### src/rtl/lif_seq.sv
// lif_seq: time-multiplexes one LIF neuron core over NUM_NEURONS BRAM membrane slots per timestep.
// Build option LIF_SEQ_SPK_COUNT_EN adds the spk_count output (spikes emitted in the current timestep).
module lif_seq #(
  parameter int NUM_NEURONS  = 64,
  parameter int ADDR_W       = 6,
  parameter int WIDTH        = 32,
  parameter int BRAM_LATENCY = 1,
  parameter int DONE_TIMEOUT = 15
) (
  input  logic                    clk,
  input  logic                    rst,
  input  logic                    start,
  output logic                    busy,
  output logic                    ts_done,
  output logic                    err,
  output logic [ADDR_W-1:0]       mem_addr,
  output logic                    mem_rd_en,
  input  logic signed [WIDTH-1:0] mem_rd_data,
  input  logic signed [WIDTH-1:0] cur_rd_data,
  output logic                    mem_wr_en,
  output logic signed [WIDTH-1:0] mem_wr_data,
  output logic                    lif_enable,
  output logic signed [WIDTH-1:0] lif_mem_in,
  output logic signed [WIDTH-1:0] lif_network_input,
  input  logic                    lif_spk_out,
  input  logic                    lif_done,
  input  logic signed [WIDTH-1:0] lif_mem_out,
  output logic                    spk_valid,
  output logic [ADDR_W-1:0]       spk_idx,
  output logic                    spk_val,
  output logic [2:0]              dbg_state
`ifdef LIF_SEQ_SPK_COUNT_EN
  ,
  output logic [ADDR_W:0]         spk_count
`endif
);

  typedef enum logic [2:0] {IDLE, READ, WAIT, FIRE, WRITE, FIN} state_e;

  localparam int WCW = $clog2(BRAM_LATENCY + 1);
  localparam int FCW = $clog2(DONE_TIMEOUT + 1);
  localparam logic [ADDR_W-1:0] LAST_IDX  = ADDR_W'(NUM_NEURONS - 1);
  localparam logic [WCW-1:0]    WAIT_LAST = WCW'(BRAM_LATENCY - 1);
  localparam logic [FCW-1:0]    FIRE_LAST = FCW'(DONE_TIMEOUT - 1);

  state_e                    state_q, state_d;
  logic [ADDR_W-1:0]         idx_q, idx_d;
  logic [WCW-1:0]            wait_cnt_q, wait_cnt_d;
  logic [FCW-1:0]            fire_cnt_q, fire_cnt_d;
  logic signed [WIDTH-1:0]   op_mem_q, op_mem_d;
  logic signed [WIDTH-1:0]   op_cur_q, op_cur_d;
  logic signed [WIDTH-1:0]   res_mem_q, res_mem_d;
  logic                      res_spk_q, res_spk_d;
  logic                      err_q, err_d;

  // Neuron handshake: lif_enable is high only in FIRE with operands frozen; a cycle with
  // lif_done high completes the index. WRITE always drops enable, which clears the neuron.
  always_comb begin
    state_d    = state_q;
    idx_d      = idx_q;
    wait_cnt_d = wait_cnt_q;
    fire_cnt_d = fire_cnt_q;
    op_mem_d   = op_mem_q;
    op_cur_d   = op_cur_q;
    res_mem_d  = res_mem_q;
    res_spk_d  = res_spk_q;
    err_d      = err_q;
    unique case (state_q)
      IDLE: begin
        if (start) begin
          err_d   = 1'b0;
          idx_d   = '0;
          state_d = READ;
        end
      end
      READ: begin
        wait_cnt_d = '0;
        state_d    = WAIT;
      end
      WAIT: begin
        if (wait_cnt_q == WAIT_LAST) begin
          op_mem_d   = mem_rd_data;
          op_cur_d   = cur_rd_data;
          fire_cnt_d = '0;
          state_d    = FIRE;
        end else begin
          wait_cnt_d = wait_cnt_q + WCW'(1);
        end
      end
      FIRE: begin
        if (lif_done) begin
          res_mem_d = lif_mem_out;
          res_spk_d = lif_spk_out;
          state_d   = WRITE;
        end else if (fire_cnt_q == FIRE_LAST) begin
          // Stalled neuron: keep the old membrane and report no spike.
          err_d     = 1'b1;
          res_mem_d = op_mem_q;
          res_spk_d = 1'b0;
          state_d   = WRITE;
        end else begin
          fire_cnt_d = fire_cnt_q + FCW'(1);
        end
      end
      WRITE: begin
        if (idx_q == LAST_IDX) begin
          state_d = FIN;
        end else begin
          idx_d   = idx_q + ADDR_W'(1);
          state_d = READ;
        end
      end
      FIN:     state_d = IDLE;
      default: state_d = IDLE;
    endcase
  end

  always_ff @(posedge clk or posedge rst) begin
    if (rst) begin
      state_q    <= IDLE;
      idx_q      <= '0;
      wait_cnt_q <= '0;
      fire_cnt_q <= '0;
      op_mem_q   <= '0;
      op_cur_q   <= '0;
      res_mem_q  <= '0;
      res_spk_q  <= 1'b0;
      err_q      <= 1'b0;
    end else begin
      state_q    <= state_d;
      idx_q      <= idx_d;
      wait_cnt_q <= wait_cnt_d;
      fire_cnt_q <= fire_cnt_d;
      op_mem_q   <= op_mem_d;
      op_cur_q   <= op_cur_d;
      res_mem_q  <= res_mem_d;
      res_spk_q  <= res_spk_d;
      err_q      <= err_d;
    end
  end

  assign busy              = (state_q == READ) || (state_q == WAIT) ||
                             (state_q == FIRE) || (state_q == WRITE);
  assign ts_done           = (state_q == FIN);
  assign err               = err_q;
  assign mem_rd_en         = (state_q == READ);
  assign mem_wr_en         = (state_q == WRITE);
  assign mem_addr          = (mem_rd_en || mem_wr_en) ? idx_q : '0;
  assign mem_wr_data       = mem_wr_en ? res_mem_q : '0;
  assign lif_enable        = (state_q == FIRE);
  assign lif_mem_in        = op_mem_q;
  assign lif_network_input = op_cur_q;
  assign spk_valid         = mem_wr_en;
  assign spk_idx           = mem_wr_en ? idx_q : '0;
  assign spk_val           = mem_wr_en & res_spk_q;
  assign dbg_state         = state_q;

`ifdef LIF_SEQ_SPK_COUNT_EN
  localparam int CW = ADDR_W + 1;
  logic [CW-1:0] cnt_q, cnt_d;

  always_comb begin
    cnt_d = cnt_q;
    if (state_q == IDLE && start) begin
      cnt_d = '0;
    end else if (state_q == WRITE && res_spk_q) begin
      cnt_d = cnt_q + CW'(1);
    end
  end

  always_ff @(posedge clk or posedge rst) begin
    if (rst) cnt_q <= '0;
    else     cnt_q <= cnt_d;
  end

  assign spk_count = cnt_q;
`endif

endmodule
### config.mk
export PLATFORM = sky130hd
export DESIGN_NAME = lif_seq
export DESIGN_NICKNAME = d
export VERILOG_FILES = /design/src/rtl/lif_seq.sv
export SDC_FILE = /design/constraint.sdc
export NUM_CORES = 1
export LEC_CHECK = 0
export CAP_MARGIN = 20
export CORE_UTILIZATION = 25
export DETAILED_ROUTE_END_ITERATION = 8
export PLACE_DENSITY = 0.56
export SLEW_MARGIN = 20
export SYNTH_ARGS = -nofsm -noshare
export SYNTH_HDL_FRONTEND = slang
export SYNTH_SLANG_ARGS = --single-unit
### constraint.sdc
create_clock -name clk -period 3.9 [get_ports clk]
set_input_delay 0.39 -clock clk [delete_from_list [all_inputs] [get_ports clk]]
set_output_delay 0.39 -clock clk [all_outputs]
set_load 0.05 [all_outputs]
==> results.md, run 1 <==
- The maximum root-to-sink buffer count is 2.
- STA classifies the critical path endpoint as an output port.
- The growth of design area from synthesis to finish is 51.83%.
- STA puts the critical path data required time at approximately 3500 ps.
- Headroom to the max-slew limit came out at 0.3553.
- The arrival time at the worst endpoint is 2760 ps.
- Leaving out fill and tap cells, the most frequent cells in the layout are clkdlybuf4s50_1 (219), dfrtp_1 (111), mux2_2 (61).
- The first-pass GRT wire length is around 25 mm.
- Counting the buffers created by CTS gives 9.
- The sequential share of the synthesized area is 0.5374.
- The H-tree depth is 3.
- The synthesized netlist contains 48 unique library cells.
- The number of global-route vias before repair is 4,541.
- The clock sink total is ~110.
- The number of synthesized flops with an enable pin is 0.
- For this block, the routed nets add up to 15.49 mm of wire.
- The number of gates given a new drive strength after cts is 0.
- Dividing the final minimum period by the clock period gives 0.8079.
- The peak supply drop is 0.4470 mV.
- Setup total negative slack on the finished layout was measured at 0 ps.
- After layout, the minimum clock period comes to 3151 ps.
- Setup violations remaining at the end of the flow were counted as 0.
- The overall fraction of global-route tracks in use is 0.1489.
- The final layout net count is 723.
- The run finished with clean final reports.
- The detail-routed net length per standard cell is around 17 µm.
- For this design, the slowest cell found on the critical path is clkdlybuf4s50_1.
- The mean instance size in the synthesized netlist is 12.45 µm².
- The placeable core region is roughly 20,000 µm².
- Prior to clock tree synthesis, the placed netlist has a worst setup slack of roughly 1100 ps.
- Measured along the x axis, the die boundary spans around 150 µm.
- The number of register bits inferred by synthesis is 111.
- The floorplan step defined a die boundary enclosing approximately 21,000 µm².
- The largest net degree at the start of global routing is between 70 and 80.
- The commonest non-fill, non-tap cell in the layout is clkdlybuf4s50_1.
- For the final database, setup skew stands at about 8.7 ps.
- The clock transition at the registers of the reported paths is 80 ps.
- The proportion of layout cells with a drive suffix above 1 is 0.1862.
- Total power for the finished layout comes to ~6.9 mW.
- The initial antenna violation count is 0.
- The count of endpoints failing hold in the final timing report was 0.
- For this design, the CTS-stage hold fixing added 0 buffers.
- The signal on the critical path passes through or3b_4, clkinv_4, and2_1, clkdlybuf4s50_1.
- The main flop type after synthesis is dfrtp_1.
- The post-synthesis cell count is 415.
- The number of slew-limit violations in the final report came to 0.
- The count of filler cells inserted in the layout is between 1,500 and 2,000.
- Setup repair after global routing left no endpoint under its margin.
- The static leakage is 3.102 nW.
- The half-perimeter wire length of the detailed placement result is ~11 mm.
- In the synthesized netlist the async set-or-reset flop fraction comes to 1.000.
- After global routing the overflow that remains totals 0.
- The number of synthesis warnings is 0.
- The area of the mapped netlist is slightly above 5000 µm².
- The achievable frequency is between 300 and 400 MHz.
- The later pin in the worst-skew pair is clocked with a latency of approximately 360 ps.
- The number of DRC violations after detailed-routing iteration 0 is 98.
- At the end of the flow the core is filled with cells to 0.3878.
- The number of nets handed over by synthesis was 519.
- Once detail routing completed, the nets flagged for antenna violations numbered 0.
- In this run the worst hold path is classified as reg -> reg.
- The setup path with the least slack is of type reg -> out.
- The worst-margin pin slew is about 960 ps.
- The buffer cell driving the clock tree root is clkbuf_16.
- The maximum fanout encountered on the critical timing path is 45.
- The detail-routed via count per cell is about 4.6.
- Routability-driven placement finished with a final weighted congestion of 0.7800.
- The initial utilization of the core area, before any placement, comes to 0.2554.
- The number of vias in the routed layout is between 4,000 and 5,000.
- The number of antenna diodes in the final layout is 0.
- TritonCTS built the clock tree.
- The power density over the cells is 877.0 nW/µm².
- The number of port buffers is ~220.
- Setup slack closes at between 700 and 800 ps.
- The post-CTS setup buffer count is 0.
- In this design, the stage delay of the slowest critical-path cell is ~830 ps.
- Across all hold checks on the routed design, the worst slack comes to 511.8 ps.
- The type of origin of the critical path is a register.
- The pre-antenna-repair detailed-routing pass consisted of 4 iterations.
- The height of the die is between 100 and 150 µm.
- Max-cap violations in this run came to 0.
- The number of standard-cell rows in the floorplan is between 50 and 60.
- 220 I/O pins were placed.
- After detailed routing, the number of remaining DRC violations is 0.
[registers in the layout, summed over array words and instances (netlist names)]
name / count
lif_mem_in: 32
lif_network_input: 32
res_mem_q: 32
idx_q: 6
fire_cnt_q: 4
dbg_state: 3
err: 1
res_spk_q: 1
[cell type report]
class                   instances  area, µm²  share of cell area
well taps                     270      337.8             0.04305
flip-flops and latches        111       2778              0.3540
clock inverters                 6      76.32            0.009726
repair buffers                226       2257              0.2876
multi-input cells             264       2137              0.2723
clock buffers                   9      225.2             0.02870
inverters                       7      36.28            0.004624
[critical path, delay by kind of cell, from the launching register on]
kind / cells / cell delay (ps)
buffers and inverters: 2 / 1090
flip-flops: 1 / 590
AND/OR/NAND/NOR: 2 / 700
[metrics by stage]
step                      instances  cell area [µm²]
final                           893             7848
after CTS                       892             7825
after global routing            893             7848
after detailed placement        877             7523
after global placement          877             7523
after floorplan                 415             5169
[metal layers]
layer	wire length, µm	global-route usage	vias up
met2	7262	0.2455	150
met4	194	0.04368	0
li1	-	-	1923
met3	1137	0.05078	14
met1	6895	0.1834	2016
met5	0	0	-
[kinds of logic (layout without fill, tap and decap cells)]
kind of cell	count (synthesis)	count (layout)	synth area share
buffers and inverters	40	248	0.04914
AOI/OAI and AO/OA	90	90	0.1307
and+or+nand+nor	104	104	0.1305
xor gates and xnor gates	2	2	0.003390
DFF	111	111	0.5374
adders and majority gates	3	3	0.007263
muxes	65	65	0.1416
[final timing paths]
kind                       slack [ps]                         startpoint  depth (start not counted)                                 to
hold reg to reg                   510  lif_network_input[14]$_DFFE_PP0P_                          1  lif_network_input[14]$_DFFE_PP0P_
max in group asynchronous        2520                                rst                          3  lif_network_input[29]$_DFFE_PP0P_
setup reg to reg                 1760          fire_cnt_q[0]$_DFFE_PP0P_                          5          res_mem_q[31]$_DFFE_PP0P_
min in group asynchronous         530                                rst                          2  lif_network_input[19]$_DFFE_PP0P_
setup / recovery                  750           dbg_state[0]$_DFFE_PP0P_                          4                    mem_wr_data[30]
hold / removal                    510  lif_network_input[14]$_DFFE_PP0P_                          1  lif_network_input[14]$_DFFE_PP0P_
[power breakdown]
part / internal (mW) / switching [mW]
Combinational: 1.54 / 2.29
Sequential: 1.70 / 0.395
Clock: 0.507 / 0.455
[synth_stat cells, types with 2 or more instances]
| cell | n | area [µm²] |
|---|---|---|
| inv_1 | 5 | 18.77 |
| nand4b_1 | 2 | 17.52 |
| and2_1 | 45 | 281.5 |
| nor2_1 | 5 | 18.77 |
| xnor2_1 | 2 | 17.52 |
| nor3_1 | 2 | 10.01 |
| o211ai_1 | 2 | 15.01 |
| or4_1 | 2 | 15.01 |
| a41o_1 | 2 | 20.02 |
| clkbuf_1 | 13 | 48.80 |
| a31o_2 | 2 | 17.52 |
| buf_4 | 3 | 22.52 |
| o22ai_1 | 31 | 193.9 |
| buf_2 | 5 | 25.02 |
| a41oi_1 | 2 | 17.52 |
| nand4_1 | 3 | 18.77 |
| or2_2 | 20 | 125.1 |
| buf_6 | 9 | 101.4 |
| ha_1 | 3 | 37.54 |
| and3_1 | 3 | 18.77 |
| clkbuf_2 | 2 | 10.01 |
| o21ai_0 | 3 | 15.01 |
| dfrtp_1 | 111 | 2778 |
| mux2_2 | 61 | 686.9 |
| a31oi_1 | 5 | 31.28 |
| nand3_1 | 8 | 40.04 |
| a21oi_1 | 4 | 20.02 |
| nand2_1 | 4 | 15.01 |
| mux2_1 | 4 | 45.04 |
| a2bb2oi_1 | 34 | 297.8 |
Power figures use the tool's default switching activity.
==> run 2: changes to the inputs <==
==> constraint.sdc (replaced) <==
create_clock -name clk -period 3.3 [get_ports clk]
set_input_delay 0.33 -clock clk [delete_from_list [all_inputs] [get_ports clk]]
set_output_delay 0.33 -clock clk [all_outputs]
set_load 0.05 [all_outputs]
==> run 2 against run 1 <==
- non-clock buffer count up 2
- final area increased by 0.11%
- worst hold slack got worse by 110 ps
- global-route usage about the same
==> results.md, run 2 (same netlist as run 1, synthesis figures left out) <==
- The worst-skew pair later-pin latency is 360 ps (about the same).
- The clock transition at the registers of the reported paths is 90 ps (about the same).
- The post-CTS setup buffer count is 0 (unchanged).
- The setup skew after layout was 12.95 ps (+4.216 ps).
- The worst hold margin is 404.0 ps (-107.8 ps).
- The time the final worst path needs with I/O delays and setup is just over 3000 ps.
- The final layout net count came to 725 (+0.28%).
- The clock tree from TritonCTS is built.
- The clock buffer count from CTS is 9 (unchanged).
- The proportion of power drawn by the clock network was 0.134 (-0.006).
- The total of max-cap violations is 0 (unchanged).
- The run finished with clean final reports.
- The met3 capacity usage during global routing was 0.05329 (+0.002508).
- The detail-routed net length per standard cell is 17.07 µm (-1.6%).
- The classification of the worst-slack hold path is in -> async.
- The total DRC errors in the routed layout was 0 (unchanged).
- The first-pass GRT wire length is 24.85 mm (+0.22%).
- The aggregate routed wire length was 15.30 mm (-1.2%).
- The met1 layer usage reported by global route came to 0.1868 (+0.003379).
- STA classifies the critical path startpoint as a register.
- The largest net degree at the start of global routing was 66 (-16%).
- The number of vias in the routed layout is 4,101 (-0.049%).
- The number of top-level pins came to 220 (unchanged).
- The horizontal die dimension was 145.8 µm (unchanged).
- The type of the worst setup path is reg -> out.
- The worst setup path is captured at an output port.
- The number of global-route vias before repair is 4,466 (-1.7%).
- Leaving out fill and tap cells, the most frequent cell in the layout is clkdlybuf4s50_1.
- The H-tree depth is 3 (unchanged).
- The core utilization of the finished layout is 0.3883 (+0.0004330).
- The number of slew-limit violations in the final report is 0 (unchanged).
- The number of standard-cell rows in the floorplan is 52 (unchanged).
- The post-cts hold buffer count is 0 (unchanged).
- The count of antenna diodes in the layout came to 0 (unchanged).
- The count of endpoints failing hold in the final timing report is 0 (unchanged).
- The proportion of layout cells with a drive suffix above 1 is 0.1901 (+0.003900).
- The switching share of power is 0.4598 (+0.003949).
- In the layout the commonest cells are clkdlybuf4s50_1 (219), dfrtp_1 (111), mux2_2 (61).
- The total instance count after detailed placement is 880 (+0.34%).
- The clock sink total came to 111 (unchanged).
- The total grt overflow is 0 (unchanged).
- The full die area was 21,250 µm² (unchanged).
- The growth of design area from synthesis to finish is 52.00%.
- The reported net switching power is 3.720 mW (+19%).
- The power share of the sequential group is 0.303 (about the same).
- The number of port buffers is 219 (unchanged).
- The cell area after placement is 7571 µm² (+0.63%).
- The buffer cell driving the clock tree root is clkbuf_16.
- The post-layout total power is 8.091 mW (+18%).
- The number of gates given a new drive strength after cts is 0 (unchanged).
- The peak supply drop is 0.5873 mV (+31%).
- The static leakage came to 3.112 nW (+0.32%).
- The achievable frequency is 328.2 MHz.
- The routability-driven placement congestion ratio is 0.7647 (-2.0%).
- The half-perimeter wire length of the detailed placement result is 10.97 mm (+2.4%).
- The register-to-register path setup slack was 1120 ps (-640 ps).
- The worst slack at placement is 605.5 ps (-486.3 ps).
- The total negative slack for setup checks is 0 ps (unchanged).
- The height of the die is 145.8 µm (unchanged).
- The residual antenna-violating net count after detailed routing is 0 (unchanged).
- The maximum root-to-sink buffer count is 2 (unchanged).
- The worst slew slack as a fraction of its limit is 0.5093 (+0.1540).
- The initial antenna violation count was 1 (+1).
- The number of iterations in the first detailed-routing pass is 4 (unchanged).
- The fraction of the cycle the final worst path needs is 0.9232.
- The placeable core region was 20,230 µm² (unchanged).
- The internal power contribution came to 4.371 mW (+17%).
- met2 is the most crowded layer.
- The routing usage on met2 came to 0.2421 (-0.003349).
- The data required time of the worst path is 2970 ps (-540 ps).
- The detail-routed via count per cell came to 4.577 (-0.38%).
- The worst setup margin is 253.3 ps (-495.8 ps).
- The initial cell density of the core was 0.2554 (unchanged).
- The number of failing setup endpoints in the final timing report is 0 (unchanged).
- The overall fraction of global-route tracks in use is 0.1491 (+0.0002467).
- The final standard cell count with taps included and fillers excluded is 896 (+0.34%).
- The number of DRC violations after detailed-routing iteration 0 is 91 (-7.1%).
- The power density over the cells is 1030 nW/µm² (+17%).
- The maximum fanout encountered on the critical timing path came to 45 (unchanged).
- The cell area after layout is 7856 µm² (+0.11%).
- The count of filler cells inserted in the layout is 1,979 (+0.71%).
- Setup repair after global routing left no endpoint under its margin.
- The worst-margin pin slew was 734.3 ps (-230.5 ps).
- The arrival time at the worst endpoint was 2720 ps (-40 ps).
- The combinational share of power is 0.563 (+0.007).
[run 2: area by class of cell]
class                   count  area (µm²)  share of cell area
multi-input cells         264        2137              0.2720
clock buffers               9       225.2             0.02867
inverters                   7       33.78            0.004300
repair buffers            228        2285              0.2908
clock inverters             7       60.06            0.007645
well taps                 270       337.8             0.04300
flip-flops and latches    111        2778              0.3536
[run 2: worst max-delay path, cell delays in order, from the launching register on]
cell	delay, ps
dfrtp_1	580
or3b_4	480
clkinv_4	280
and2_1	180
clkdlybuf4s50_1	830
[run 2: layer usage]
metal	part of all wire	wire (µm)
met5	0	0
met4	0.012	180
met3	0.079	1208
met2	0.47	7223
met1	0.44	6685
[run 2: final timing paths]
| kind | startpoint | endpoint | cells past startpoint |
|---|---|---|---|
| min in group clk | lif_network_input[11]$_DFFE_PP0P_ | lif_network_input[11]$_DFFE_PP0P_ | 1 |
| max | dbg_state[2]$_DFFE_PP0P_ | mem_wr_data[30] | 4 |
| min | rst | lif_mem_in[26]$_DFFE_PP0P_ | 2 |
| max in group asynchronous | rst | res_mem_q[22]$_DFFE_PP0P_ | 3 |
| max reg2reg | fire_cnt_q[0]$_DFFE_PP0P_ | res_mem_q[25]$_DFFE_PP0P_ | 6 |
| min reg2reg | lif_network_input[11]$_DFFE_PP0P_ | lif_network_input[11]$_DFFE_PP0P_ | 1 |
[run 2: power groups by stage]
stage               clock [mW]  sequential, mW  combinational [mW]
floorplan                    0            3.82                1.80
global route              1.17            2.56                4.80
global placement             0            2.46                4.57
finish                    1.08            2.45                4.55
CTS                       1.13            2.47                4.61
detailed placement           0            2.48                4.60
